===== src/rtl/exp_pow2_pkg.sv =====
// Shared constants and shift-class encoding for the softmax exponent back end.
// The output width and fraction width are sized to match the output buffer's fixed-point format.
package exp_pow2_pkg;

    localparam int OUTPUT_BUF_DATASIZE = 32;
    localparam int FIXPOINT_FRAC       = 10;
    localparam int SHAMT_W             = 5;

    typedef enum logic [1:0] {
        SHIFT_SAT   = 2'd0,
        SHIFT_ZERO  = 2'd1,
        SHIFT_LEFT  = 2'd2,
        SHIFT_RIGHT = 2'd3
    } shift_cls_e;

endpackage


===== src/rtl/exp_pow2_if.sv =====
// Element input, per-element result output and row-sum output of exp_pow2.
// The slave modport is the exp_pow2 side; the master modport is the producer/consumer side.
interface exp_pow2_if #(
    parameter int DATA_W = 32,
    parameter int FRAC_W = 10
) ();

    logic              in_valid;
    logic              in_ready;
    logic [DATA_W-1:0] u;
    logic [FRAC_W-1:0] v;
    logic              in_last;
    logic              is_stage2;
    logic              out_valid;
    logic              out_ready;
    logic [DATA_W-1:0] out_data;
    logic              sum_valid;
    logic [DATA_W-1:0] sum_out;

    modport slave (
        input  in_valid, u, v, in_last, is_stage2, out_ready,
        output in_ready, out_valid, out_data, sum_valid, sum_out
    );

    modport master (
        output in_valid, u, v, in_last, is_stage2, out_ready,
        input  in_ready, out_valid, out_data, sum_valid, sum_out
    );

endinterface


===== src/rtl/exp_pow2_pow2_shift.sv =====
// Combinational shifter: scales the 1.FRAC_W mantissa by 2^amt according to the shift class.
// The mantissa is widened first so that the largest left shift still fits.
module pow2_shift
    import exp_pow2_pkg::*;
#(
    parameter int DATA_W = OUTPUT_BUF_DATASIZE,
    parameter int FRAC_W = FIXPOINT_FRAC
) (
    input  logic [FRAC_W:0]      m,
    input  shift_cls_e           cls,
    input  logic [SHAMT_W-1:0]   amt,
    output logic [DATA_W-1:0]    result
);

    logic [DATA_W-1:0] m_wide;

    always_comb begin
        m_wide = {{(DATA_W-FRAC_W-1){1'b0}}, m};
        case (cls)
            SHIFT_LEFT:  result = m_wide << amt;
            SHIFT_RIGHT: result = m_wide >> amt;
            SHIFT_SAT:   result = '1;
            default:     result = '0;
        endcase
    end

endmodule


===== src/rtl/exp_pow2.sv =====
// Reconstructs 2^(u+v) ~ (1+v)*2^u in 22.10 fixed point through two pipeline registers.
// Stage-2 elements are summed per row into sum_out; stage-4 elements stream out on out_*.
module exp_pow2
    import exp_pow2_pkg::*;
#(
    parameter int DATA_W = OUTPUT_BUF_DATASIZE,
    parameter int FRAC_W = FIXPOINT_FRAC
) (
    input  logic      clk,
    input  logic      rst,
    exp_pow2_if.slave bus
);

    localparam logic signed [DATA_W-1:0] SAT_LIMIT   = DATA_W'(DATA_W - FRAC_W - 1);
    localparam logic signed [DATA_W-1:0] RIGHT_LIMIT = DATA_W'(-FRAC_W);

    logic               s1_valid_q, s1_valid_d;
    logic [FRAC_W:0]    s1_m_q, s1_m_d;
    shift_cls_e         s1_cls_q, s1_cls_d;
    logic [SHAMT_W-1:0] s1_amt_q, s1_amt_d;
    logic               s1_last_q, s1_last_d;
    logic               s1_stage2_q, s1_stage2_d;

    logic               s2_valid_q, s2_valid_d;
    logic [DATA_W-1:0]  s2_res_q, s2_res_d;
    logic               s2_last_q, s2_last_d;
    logic               s2_stage2_q, s2_stage2_d;

    logic [DATA_W-1:0]  acc_q, acc_d;
    logic [DATA_W-1:0]  sum_out_q, sum_out_d;
    logic               sum_valid_q, sum_valid_d;

    shift_cls_e         cls_in;
    logic [SHAMT_W-1:0] amt_in;
    logic [DATA_W-1:0]  neg_u;
    logic [DATA_W-1:0]  shift_res;
    logic               s2_drain, s2_adv, s1_adv;
    logic [DATA_W:0]    acc_sum;
    logic [DATA_W-1:0]  acc_next;

    // Classify the full-width exponent here so only a 5-bit amount reaches the shifter.
    always_comb begin
        cls_in = SHIFT_ZERO;
        amt_in = '0;
        neg_u  = '0 - bus.u;
        if ($signed(bus.u) >= SAT_LIMIT) begin
            cls_in = SHIFT_SAT;
        end else if (!bus.u[DATA_W-1]) begin
            cls_in = SHIFT_LEFT;
            amt_in = bus.u[SHAMT_W-1:0];
        end else if ($signed(bus.u) >= RIGHT_LIMIT) begin
            cls_in = SHIFT_RIGHT;
            amt_in = neg_u[SHAMT_W-1:0];
        end
    end

    pow2_shift #(
        .DATA_W (DATA_W),
        .FRAC_W (FRAC_W)
    ) u_shift (
        .m      (s1_m_q),
        .cls    (s1_cls_q),
        .amt    (s1_amt_q),
        .result (shift_res)
    );

    // Handshakes: a transfer happens on a rising edge where valid && ready are both high;
    // valid never depends on ready, and data is held while valid is high and ready is low.
    always_comb begin
        s2_drain = s2_valid_q && (s2_stage2_q || bus.out_ready);
        s2_adv   = !s2_valid_q || s2_drain;
        s1_adv   = !s1_valid_q || s2_adv;
        acc_sum  = {1'b0, acc_q} + {1'b0, s2_res_q};
        acc_next = acc_sum[DATA_W] ? '1 : acc_sum[DATA_W-1:0];
    end

    always_comb begin
        s1_valid_d  = s1_valid_q;
        s1_m_d      = s1_m_q;
        s1_cls_d    = s1_cls_q;
        s1_amt_d    = s1_amt_q;
        s1_last_d   = s1_last_q;
        s1_stage2_d = s1_stage2_q;
        s2_valid_d  = s2_valid_q;
        s2_res_d    = s2_res_q;
        s2_last_d   = s2_last_q;
        s2_stage2_d = s2_stage2_q;
        acc_d       = acc_q;
        sum_out_d   = sum_out_q;
        sum_valid_d = 1'b0;

        if (s1_adv) begin
            s1_valid_d  = bus.in_valid;
            s1_m_d      = {1'b1, bus.v};
            s1_cls_d    = cls_in;
            s1_amt_d    = amt_in;
            s1_last_d   = bus.in_last;
            s1_stage2_d = bus.is_stage2;
        end

        if (s2_adv) begin
            s2_valid_d  = s1_valid_q;
            s2_res_d    = shift_res;
            s2_last_d   = s1_last_q;
            s2_stage2_d = s1_stage2_q;
        end

        // The accumulator only sees the element leaving S2, so a new row entering S2 on
        // the same edge as the old row's last drain always starts from zero.
        if (s2_drain && s2_stage2_q) begin
            if (s2_last_q) begin
                sum_out_d   = acc_next;
                sum_valid_d = 1'b1;
                acc_d       = '0;
            end else begin
                acc_d       = acc_next;
            end
        end
    end

    always_ff @(posedge clk) begin
        if (rst) begin
            s1_valid_q  <= 1'b0;
            s1_m_q      <= '0;
            s1_cls_q    <= SHIFT_ZERO;
            s1_amt_q    <= '0;
            s1_last_q   <= 1'b0;
            s1_stage2_q <= 1'b0;
            s2_valid_q  <= 1'b0;
            s2_res_q    <= '0;
            s2_last_q   <= 1'b0;
            s2_stage2_q <= 1'b0;
            acc_q       <= '0;
            sum_out_q   <= '0;
            sum_valid_q <= 1'b0;
        end else begin
            s1_valid_q  <= s1_valid_d;
            s1_m_q      <= s1_m_d;
            s1_cls_q    <= s1_cls_d;
            s1_amt_q    <= s1_amt_d;
            s1_last_q   <= s1_last_d;
            s1_stage2_q <= s1_stage2_d;
            s2_valid_q  <= s2_valid_d;
            s2_res_q    <= s2_res_d;
            s2_last_q   <= s2_last_d;
            s2_stage2_q <= s2_stage2_d;
            acc_q       <= acc_d;
            sum_out_q   <= sum_out_d;
            sum_valid_q <= sum_valid_d;
        end
    end

    assign bus.in_ready  = s1_adv;
    assign bus.out_valid = s2_valid_q && !s2_stage2_q;
    assign bus.out_data  = s2_res_q;
    assign bus.sum_valid = sum_valid_q;
    assign bus.sum_out   = sum_out_q;

endmodule


===== src/flat_wrapper.sv =====
// flat-port wrapper written by rule: the top's interface ports become plain ports
module exp_pow2_flat import exp_pow2_pkg::*;
#(
    parameter int DATA_W = OUTPUT_BUF_DATASIZE,
    parameter int FRAC_W = FIXPOINT_FRAC
)
  (clk, rst, bus_in_valid, bus_u, bus_v, bus_in_last, bus_is_stage2, bus_out_ready, bus_in_ready, bus_out_valid, bus_out_data, bus_sum_valid, bus_sum_out);
  exp_pow2_if #(.DATA_W(DATA_W), .FRAC_W(FRAC_W)) bus_i ();
  input  logic clk;
  input  logic rst;
  input wire logic [$bits(bus_i.in_valid)-1:0] bus_in_valid;
  input wire logic [$bits(bus_i.u)-1:0] bus_u;
  input wire logic [$bits(bus_i.v)-1:0] bus_v;
  input wire logic [$bits(bus_i.in_last)-1:0] bus_in_last;
  input wire logic [$bits(bus_i.is_stage2)-1:0] bus_is_stage2;
  input wire logic [$bits(bus_i.out_ready)-1:0] bus_out_ready;
  output wire logic [$bits(bus_i.in_ready)-1:0] bus_in_ready;
  output wire logic [$bits(bus_i.out_valid)-1:0] bus_out_valid;
  output wire logic [$bits(bus_i.out_data)-1:0] bus_out_data;
  output wire logic [$bits(bus_i.sum_valid)-1:0] bus_sum_valid;
  output wire logic [$bits(bus_i.sum_out)-1:0] bus_sum_out;
  assign bus_i.in_valid = bus_in_valid;
  assign bus_i.u = bus_u;
  assign bus_i.v = bus_v;
  assign bus_i.in_last = bus_in_last;
  assign bus_i.is_stage2 = bus_is_stage2;
  assign bus_i.out_ready = bus_out_ready;
  assign bus_in_ready = bus_i.in_ready;
  assign bus_out_valid = bus_i.out_valid;
  assign bus_out_data = bus_i.out_data;
  assign bus_sum_valid = bus_i.sum_valid;
  assign bus_sum_out = bus_i.sum_out;
  exp_pow2 #(.DATA_W(DATA_W), .FRAC_W(FRAC_W)) u_core (.clk(clk), .rst(rst), .bus(bus_i));
endmodule

===== config.mk =====
export PLATFORM = sky130hd
export DESIGN_NAME = exp_pow2_flat
export DESIGN_NICKNAME = d
export VERILOG_FILES = /design/src/rtl/exp_pow2_pkg.sv /design/src/rtl/exp_pow2_if.sv /design/src/rtl/exp_pow2_pow2_shift.sv /design/src/rtl/exp_pow2.sv /design/src/flat_wrapper.sv
export SDC_FILE = /design/constraint.sdc
export NUM_CORES = 1
export LEC_CHECK = 0
export CORE_ASPECT_RATIO = 1.1
export CORE_MARGIN = 8
export CORE_UTILIZATION = 55
export CTS_CLUSTER_DIAMETER = 150
export DETAILED_ROUTE_END_ITERATION = 10
export PLACE_DENSITY = 0.81
export SYNTH_ARGS = -nofsm -noshare
export SYNTH_HDL_FRONTEND = slang
export SYNTH_HIERARCHICAL = 1
export SYNTH_SLANG_ARGS = --single-unit

===== constraint.sdc =====
create_clock -name clk -period 3.25 [get_ports clk]
set_clock_uncertainty 0.1 [all_clocks]
set_input_delay 0.4875 -clock clk [delete_from_list [all_inputs] [get_ports clk]]
set_output_delay 0.4875 -clock clk [all_outputs]
set_load 0.01 [all_outputs]

# [Yosys cells after proc, flatten, opt, wreduce, memory -nomap -nowiden]
# Cells that the tools add are included.
[op_classes] mux=10 n_addsub=2 n_reduce_logical=12 div=0 n_eq_ne=2 n_shift=2 bitwise=1 mul=0 magnitude_cmp=2
[op_table] op="$pmux W32 S3" n=1
[op_table] op="$mux W32" n=2
[op_table] op="$add A32 B32 Y33" n=1
[op_table] op="$ge A32 B5 Y1 const B" n=1
[op_table] op="$ge A32 B6 Y1 const B" n=1
[op_table] op="$shl A11 B5 Y32" n=1
[op_table] op="$shr A11 B5 Y32" n=1
[op_table] op="$mux W5" n=3
[op_table] op="$mux W2" n=3
[op_table] op="$sub A1 B5 Y5 const A" n=1
[op_table] op="$eq A2 B2 Y1 const B" n=2
[op_table] op="$logic_and A1 B1 Y1" n=3
[op_table] op="$logic_not A1 Y1" n=3
[op_table] op="$logic_or A1 B1 Y1" n=3
[op_table] op="$logic_not A2 Y1" n=1
[op_table] op="$reduce_and A2 Y1" n=1
[op_table] op="$reduce_or A2 Y1" n=1
[op_table] op="$mux W1" n=1
[op_table] op="$not A1 Y1" n=1
[word_totals] mem_bits_rw=0 mem_bits_ro=0 memories=0 out_inout_bits=67 register_bits=121 latchBits=0 word_cells=44

# [Longest topological paths before layout]
[depth] depth_word=5 ltp_mapped=11 ltp_nobuf=10

# [By module]
# The synthesis kept the hierarchy.
[modules_own_cells] module="exp_pow2" seq_area_each_um2=2422.3 n_inst=1 area_per_inst_um2=6218.5 cells_per_inst=787
[modules_own_cells] module="pow2_shift" seq_area_each_um2=0.0 n_inst=1 area_per_inst_um2=1534.0 cells_per_inst=218

# [Least setup slack after synthesis]
# No wires, ideal clock.
[synth_timing] path_kind="flip-flop to flip-flop" from="register u_core.s2_res_q[0], in the netlist u_core/bus.out_data[0]" to="register u_core.sum_out_q[22], in the netlist u_core/bus.sum_out[22]" path_stages_with_launch=11 t_arrival_ns=2.412 slack_ns=0.595 setup_time_ns=0.143 period_less_slack_ns=2.655 cell_sequence="dfxtp_1 > ha_1 > fa_1 > a211oi_1 > o21ai_2 > o211ai_1 > nand2_1 > a21o_1 > o32ai_1 > xor2_1 > a211oi_1"
[synth_via] elab_chain_cells=2
[synth_rtl] element="from (decl)" line_no="exp_pow2.sv:25" rtl="logic [DATA_W-1:0] s2_res_q, s2_res_d;"
[synth_rtl] element="from (signal assigned)" line_no="exp_pow2.sv:144" rtl="s2_res_q <= s2_res_d;"
[synth_rtl] element="$add A32 B32 Y33" line_no="exp_pow2.sv:73" rtl="acc_sum = {1'b0, acc_q} + {1'b0, s2_res_q};"
[synth_rtl] element="$mux W32" line_no="exp_pow2.sv:74" rtl="acc_next = acc_sum[DATA_W] ? '1 : acc_sum[DATA_W-1:0];"
[synth_rtl] element="to (signal assigned)" line_no="exp_pow2.sv:148" rtl="sum_out_q <= sum_out_d;"
[synth_rtl] element="to (decl)" line_no="exp_pow2.sv:30" rtl="logic [DATA_W-1:0] sum_out_q, sum_out_d;"
# Every way passes these cells.
# A chain may end at the register's enable or synchronous reset.

# [Final worst setup path]
[layout_timing] from="register u_core.s2_res_q[1], in the netlist u_core/bus.out_data[1]" to="register u_core.sum_out_q[27], in the netlist u_core/bus.sum_out[27]"
# Same word-level chain as after synthesis.

==> results.sh <==
export IMPL_remaining_drc_errors=0
export IMPL_cts_clk_slew_worst_paths_ns=0.05
export IMPL_p_per_area_nw_per_um2=407.6
export IMPL_synth_avg_cell_area_um2=7.714
export IMPL_via_per_inst=6.033
export IMPL_synth_seq_area_share_pct=31.25
export IMPL_place_inst=1264
export IMPL_track_usage_pct=24.44
export IMPL_post_cts_resized=0
export IMPL_final_cells=1294
export IMPL_total_power_mw=3.900
export IMPL_drtIter0Drc=917
export IMPL_final_fill_count=1175
export IMPL_core_um2=13790
export IMPL_cts_sinks=121
export IMPL_yosysMostFrequentCell="nand2_1"
export IMPL_final_util_pct=69.36
export IMPL_wl_per_cell_um=17.24
export IMPL_drive_above_1_share_pct=9.675
export IMPL_io_pins=115
export IMPL_place_area_um2=8985
export IMPL_htree_levels=4
export IMPL_initial_utilization_pct=56.20
export IMPL_synth_flop_cell="dfxtp_1"
export IMPL_slew_headroom_pct=32.86
export IMPL_io_buffers=114
export IMPL_num_vias=7807
export IMPL_criticalPathCategory="register to register"
export IMPL_synth_cell_types=78
export IMPL_setup_viol=0
export IMPL_yosysWarnings=6
export IMPL_seq_power_share_pct=40.4
export IMPL_antenna_left=0
export IMPL_multi_input_area_um2=5001
export IMPL_worst_path_max_fanout=5
export IMPL_status="completed"
export IMPL_nNetsFinal=1179
export IMPL_cp_start_kind="register"
export IMPL_power_leakage_nw=3.653
export IMPL_synth_edf_count=0
export IMPL_maxCapViolCount=0
export IMPL_diodes=0
export IMPL_rsz0062_at_grt="false"
export IMPL_die_height_um=140.5
export IMPL_clk_path_buf_depth=2
export IMPL_syn_cell_area_um2=7752
export IMPL_power_share_clock_pct=47.4
export IMPL_grt_pass1_wl_um=36360
export IMPL_p_comb_share_pct=12.2
export IMPL_clkLatencyLatePin_ns=0.42
export IMPL_grt_max_degree=57
export IMPL_dp_hpwl_um=16500
export IMPL_synth_top_area_share_pct=31.25
export IMPL_ir_drop_mv=0.3219
export IMPL_cts_root_buffer="clkbuf_16"
export IMPL_syn_nets=1089
export IMPL_cts_buffers_inserted=17
export IMPL_die_w_um=129.2
export IMPL_crit_path_end_kind="register"
export IMPL_finalCritPeriodShare_pct=95.57
export IMPL_post_cts_buffers=0
export IMPL_row_count=45
export IMPL_min_period_ns=3.106
export IMPL_area_growth_pct=23.42
export IMPL_firstDrtPassIters=5
export IMPL_min_delay_start="u_core/s1_last_q"
export IMPL_cts_tree="built"
export IMPL_finalWirelength_um=22300
export IMPL_grt_pass1_vias=7313
export IMPL_ys_top_cells_by_area="dfxtp_1 (31%), nand2_1 (8.2%), a21oi_1 (6.3%)"
export IMPL_ys_seq_elements=121
export IMPL_switching_power_uw=969.1
export IMPL_switching_share_pct=24.85
export IMPL_async_flop_share_pct=0
export IMPL_syn_inst=1005
export IMPL_synthTopCellsByCount="nand2_1 (170), nor2_1 (128), dfxtp_1 (121), a21oi_1 (98), o21ai_0 (52)"
export IMPL_internal_power_mw=2.930
export IMPL_hold_violations=0
export IMPL_holdBufCountCts=0
export IMPL_yosysTopAreaCell="dfxtp_1"
export IMPL_antenna_found_initial=0
export IMPL_crit_required_ns=3.42
export IMPL_setup_worst_path_start="u_core/bus.out_data[1]"
export IMPL_gp_congestion=0.9689
export IMPL_final_max_slew_viol_count=0
export IMPL_grt_overflow_total=0
export IMPL_die_area_um2=18160
export IMPL_finalInstanceArea_um2=9568
export IMPL_cp_arrival_ns=3.28
export IMPL_fmaxAchievable_ghz=0.3220
export IMPL_r2r_slack_ns=0.14
export IMPL_hold_class="register to register"
export IMPL_worst_pin_slew_ns=1.005
export IMPL_fin_tns_setup_ns=0
export IMPL_seq_area_um2=2422
export IMPL_r2r_start="u_core/bus.out_data[1]"
-- flip-flops by register name (all words and copies together) (netlist names) --
name	count
u_core/acc_q	32
u_core/bus.out_data	32
u_core/bus.sum_out	32
u_core/s1_m_q	11
u_core/s1_amt_q	5
u_core/s1_cls_q	2
u_core/bus.sum_valid	1
u_core/s1_last_q	1
u_core/s1_stage2_q	1
u_core/s1_valid_q	1
u_core/s2_last_q	1
u_core/s2_stage2_q	1
u_core/s2_valid_q	1
-- power by group through the flow --
stage | combinational, mW | sequential, mW | clock [mW]
CTS | 0.472 | 1.58 | 1.86
finish | 0.477 | 1.58 | 1.85
global placement | 0.463 | 1.61 | 0
global route | 0.518 | 1.58 | 1.93
detailed placement | 0.468 | 1.61 | 0
floorplan | 0.289 | 1.59 | 0
-- layout make-up --
| type | count | share of cell area, % |
|---|---|---|
| Sequential cell | 121 | 25.32 |
| Tap cell | 188 | 2.458 |
| Timing Repair Buffer | 132 | 13.31 |
| Multi-Input combinational cell | 808 | 52.27 |
| Clock inverter | 8 | 0.9939 |
| Clock buffer | 22 | 5.061 |
| Inverter | 15 | 0.5885 |
-- path summary, 6_finish.rpt --
path,end,cells past startpoint
setup / recovery,u_core/bus.sum_out[27],9
setup reg to reg,u_core/bus.sum_out[27],9
hold / removal,u_core/s1_last_q,2
hold reg to reg,u_core/s1_last_q,2
-- through the flow --
| stage | setup slack (ns) | hold slack, ns |
|---|---|---|
| CTS | 0.1828 | 0.3553 |
| global placement | 0.3429 | 0.3388 |
| floorplan | 0.5946 | 0.3270 |
| detailed placement | 0.2809 | 0.3489 |
| global route | 0.01661 | 0.3789 |
| finish | 0.1439 | 0.3562 |
-- per-layer routing --
metal	track usage [%]	wire length (um)	vias to the layer above	share of wire, %
li1	-	-	3770	-
met1	30.81	9528	3651	43
met2	39.96	10520	331	47
met3	5.429	1736	55	7.8
met4	8.359	515	0	2.3
met5	0	0	-	0
-- logic make-up (layout without fill, tap and decap cells) --
| kind of cell | count (synthesis) | after routing | synth area share, % |
|---|---|---|---|
| and+or+nand+nor | 398 | 398 | 22.35 |
| AOI/OAI and AO/OA | 294 | 294 | 24.98 |
| DFF | 121 | 121 | 31.25 |
| buffers and inverters | 76 | 177 | 4.487 |
| muxes | 50 | 50 | 7.634 |
| adders and majority gates | 36 | 36 | 5.907 |
| xor gates and xnor gates | 30 | 30 | 3.389 |
-- critical path: stages, from the launching register on --
cell and delay [ns]:
dfxtp_1 0.45, ha_1 0.27, a21oi_1 0.25, o211ai_2 0.20
a2111oi_0 0.60, o21ai_1 0.31, o31ai_1 0.31, xnor2_1 0.12
nor2_1 0.24, a211oi_2 0.10
-- layout by cell type (no fill, tap or decap), types with 10 or more instances in the layout --
master,instances
ha_1,35
a211oi_2,14
nand4_1,11
o211ai_1,13
xnor2_1,17
mux2_2,12
dfxtp_1,121
a21o_1,19
nand2b_1,12
nand3_1,21
xor2_1,13
nor2_1,128
nand2_1,170
buf_4,19
a21oi_1,96
nor3_1,11
clkbuf_16,17
o21ai_0,52
inv_1,13
mux2i_1,28
o21ai_1,10
a211oi_1,22
clkdlybuf4s50_1,113
No activity file was read; power rests on OpenSTA's default activity.
==> edit 1, RTL diff (config.mk and constraints unchanged) <==
Remove the case item `SHIFT_LEFT` of the case on `cls`.
--- a/src/rtl/exp_pow2_pow2_shift.sv
+++ b/src/rtl/exp_pow2_pow2_shift.sv
@@ -18,5 +18,4 @@
         m_wide = {{(DATA_W-FRAC_W-1){1'b0}}, m};
         case (cls)
-            SHIFT_LEFT:  result = m_wide << amt;
             SHIFT_RIGHT: result = m_wide >> amt;
             SHIFT_SAT:   result = '1;
Check against the original RTL: not equivalent (Yosys sat finds a counterexample within 4 cycles, from zero or initial values and one cycle with rst high).
==> edit 1 against the unedited design <==
Global-route usage grew 0.073 points. First-iteration DRC count shrank 52%. Setup slack gained 0.14 ns. Critical path depth grew 1. Core utilization shrank 0.87 points. Total power shrank 1.4%. Sequential cell count is the same. Fmax grew 4.6%. Die area shrank 5.4%. Cell area shrank 6.6%. Wire length shrank 6.1%. Synthesized area shrank 6.1%.
==> edit 1: results (changes against the unedited design) <==
reg2reg end -> u_core/bus.sum_out[10]$_SDFFE_PP0P_
DP Worst Slack -> 0.3055 ns (+0.02462 ns)
Leakage -> 3.675 nW (+0.60%)
Slowest-stage cell, CP -> fa_1
min-delay src -> u_core/s1_stage2_q$_SDFFE_PP0P_
Post-DP Area -> 8327 sq um (-7.3%)
DR WL/cell -> 18.66 um (+8.2%)
first-pass GRT wire length -> 33.86 mm (-6.9%)
Mapped Nets -> 969 (-11%)
outcome -> finished clean
CP max FO -> 14 (+9)
Post-synth top cells -> nand2_1 (127), dfxtp_1 (121), a21oi_1 (85), clkbuf_1 (43), nor2_1 (40)
worst vdd ir -> 0.0003245 V (+0.81%)
gpl congestion -> 0.9314 (-3.9%)
layout cells sized above 1 -> 9.563% (-0.11 points)
relative slew slack -> 23.70% (-9.2 points)
fin nets -> 1036 (-12%)
Syn Inst Count -> 882 (-12%)
Tot GR Track Use -> 24.51% (+0.073 points)
R2R setup slack -> 0.28 ns (+0.14 ns)
Hold EP -> u_core/s1_stage2_q$_SDFFE_PP0P_
number of global-route vias before repair -> 6969 (-4.7%)
fill count -> 1058 (-10%)
largest net degree at the start of global routing -> 36 (-37%)
Largest stage delay, worst path -> 0.42 ns (-0.18 ns)
Seq/Total Area, Yosys -> 33.28% (+2.0 points)
Hold WS -> 0.3558 ns (-0.0003510 ns)
vias -> 6895 (-12%)
worst reg2reg path depth -> 10 (+1)
CP endpoint -> u_core/bus.sum_out[10]$_SDFFE_PP0P_
Unique masters post-synth -> 77 (-1.3%)
crit path DAT -> 3.15 ns (-0.13 ns)
R2R Path Start -> u_core/bus.out_data[0]$_SDFFE_PP0P_
Layout Cells excl Fill -> 1123 (-13%)
-- edit 1: logic make-up after synthesis --
group           after synthesis  synth area share, %
simple gates                290                19.10
flops                       121                33.28
buf+inv                      98                6.686
fa+ha+maj                    39                6.807
xor+xnor                     25                3.008
compound gates              289                27.57
mux                          20                3.558
-- edit 1: final cells by class --
cell class,instances,area share (%)
clock buffers,18,4.803
clock inverters,14,2.016
inverters,17,0.7141
multi-input cells,663,49.13
flip-flops and latches,121,27.11
well taps,161,2.254
repair buffers,129,13.97
-- edit 1: where the power goes --
part | total, mW | switching (mW) | internal (mW)
Sequential | 1.55 | 0.0337 | 1.52
Clock | 1.94 | 0.670 | 1.27
Combinational | 0.356 | 0.187 | 0.168
Total | 3.85 | 0.891 | 2.96
-- edit 1: metal layers --
metal  up-vias  track usage [%]  part of all wire (%)
met1      3203            27.67                    41
li1       3378                -                     -
met4         0            12.05                   3.1
met3        46            6.703                   7.0
met2       268            42.23                    49
met5         -                0                     0
==> edit 2, RTL diff (same settings) <==
Without the edit above. `SHAMT_W`: 5 -> 10.
--- a/src/rtl/exp_pow2_pkg.sv
+++ b/src/rtl/exp_pow2_pkg.sv
@@ -5,5 +5,5 @@
     localparam int OUTPUT_BUF_DATASIZE = 32;
     localparam int FIXPOINT_FRAC       = 10;
-    localparam int SHAMT_W             = 5;
+    localparam int SHAMT_W             = 10;
 
     typedef enum logic [1:0] {
Behaviour: same outputs for any inputs over 4 cycles, from zero or initial values and one cycle with rst high; that may be too few to reach the edited logic, so the function may still have changed.
==> edit 2 against the unedited design <==
Final cell count up 6.3%. Total power is 2.9% higher. Fmax increased by 0.18%. Wire length grew 15%. Critical endpoint is now u_core/bus.sum_out[3]$_SDFFE_PP0P_. Sequential cell count is 5 higher. Cell area is 6.4% higher. First-iteration DRC count decreased by 10%. Synthesized area increased by 3.6%. Sequential share of layout area down 0.54 points. Setup slack improved by 0.0056 ns. Highest routed layer unchanged. Global-route usage up 2.5 points.
==> edit 2: results (changes against the unedited design) <==
CP max FO -> 28 (+23)
Largest stage delay, worst path -> 0.36 ns (-0.24 ns)
slew at the pin with the worst max-slew slack -> 1.027 ns (+0.02229 ns)
Syn Area/Cell -> 7.683 sq um (-0.40%)
DP Worst Slack -> 0.03099 ns (-0.2499 ns)
met1 wire length -> 10.69 mm (+12%)
routed wire length -> 25.62 mm (+15%)
Unique masters post-synth -> 74 (-5.1%)
DR vias/cell -> 6.035 (about the same)
outcome -> finished clean
dpl cells -> 1342 (+6.2%)
switching share of power -> 26.22% (+1.4 points)
CP startpoint -> u_core/bus.out_data[0]$_SDFFE_PP0P_
min-delay src -> u_core/bus.sum_out[20]$_SDFFE_PP0P_
Syn. warnings -> 6 (unchanged)
Leakage -> 4.137 nW (+13%)
Comb group -> 0.505 mW (+5.9%)
Area contributors post-synth -> dfxtp_1 (31%), nand2_1 (7.7%), a21oi_1 (6.4%)
number of DRC markers in iteration 0 -> 824 (-10%)
CP endpoint -> u_core/bus.sum_out[3]$_SDFFE_PP0P_
# rows -> 46 (+2.2%)
clock network power share -> 46.6% (-0.8 points)
Tot GR Track Use -> 26.94% (+2.5 points)
Hold WS -> 0.3561 ns (-0.00005200 ns)
largest net degree at the start of global routing -> 73 (+28%)
met3 wire length -> 1.480 mm (-15%)
worst vdd ir -> 0.0003078 V (-4.4%)
Post-synth top cells -> nand2_1 (165), dfxtp_1 (126), nor2_1 (105), a21oi_1 (103)
Skew-Pair Late Insertion Delay -> 0.43 ns
Post-CTS Resized -> 1 (+1)
first-pass GRT wire length -> 41.30 mm (+14%)
Met2 Routed Length -> 12.66 mm (+20%)
Seq/Total Area, Yosys -> 31.42% (+0.17 points)
Mapped Nets -> 1129 (+3.7%)
total CTS buffers -> 17 (unchanged)
Fmax -> 322.5 MHz (+0.18%)
Post-DP Area -> 9559 sq um (+6.4%)
worst reg2reg path depth -> 12 (+3)
number of global-route vias before repair -> 7961 (+8.9%)
fill count -> 1154 (-1.8%)
Slowest-stage cell, CP -> and4b_2
Hold EP -> u_core/bus.sum_out[20]$_SDFFE_PP0P_
Layout Cells excl Fill -> 1375 (+6.3%)
layout cells sized above 1 -> 11.75% (+2.1 points)
gpl congestion -> 1.022 (+5.4%)
estimated wirelength of the detail-placed design -> 19.04 mm (+15%)
-- edit 2: per-layer routing --
| metal | vias to the layer above | track usage, % |
|---|---|---|
| met5 | - | 0 |
| met4 | 0 | 12.91 |
| met3 | 60 | 5.060 |
| met2 | 356 | 46.76 |
| met1 | 3858 | 31.53 |
| li1 | 4024 | - |
-- edit 2: final cells by class --
class,count,area share (%)
clock buffers,18,4.313
clock inverters,13,1.376
inverters,15,0.5530
multi-input cells,835,50.71
flip-flops and latches,126,24.77
well taps,192,2.359
repair buffers,176,15.91
-- edit 2: logic make-up after synthesis --
logic type / Yosys count / share of synthesized area [%]
flip-flops: 126 / 31.42
AO/OA/AOI/OAI: 297 / 24.01
buffers and inverters: 84 / 4.659
adder cells (fa/ha/maj): 36 / 5.704
AND/OR/NAND/NOR: 433 / 25.31
multiplexers: 36 / 5.298
XOR/XNOR: 33 / 3.600
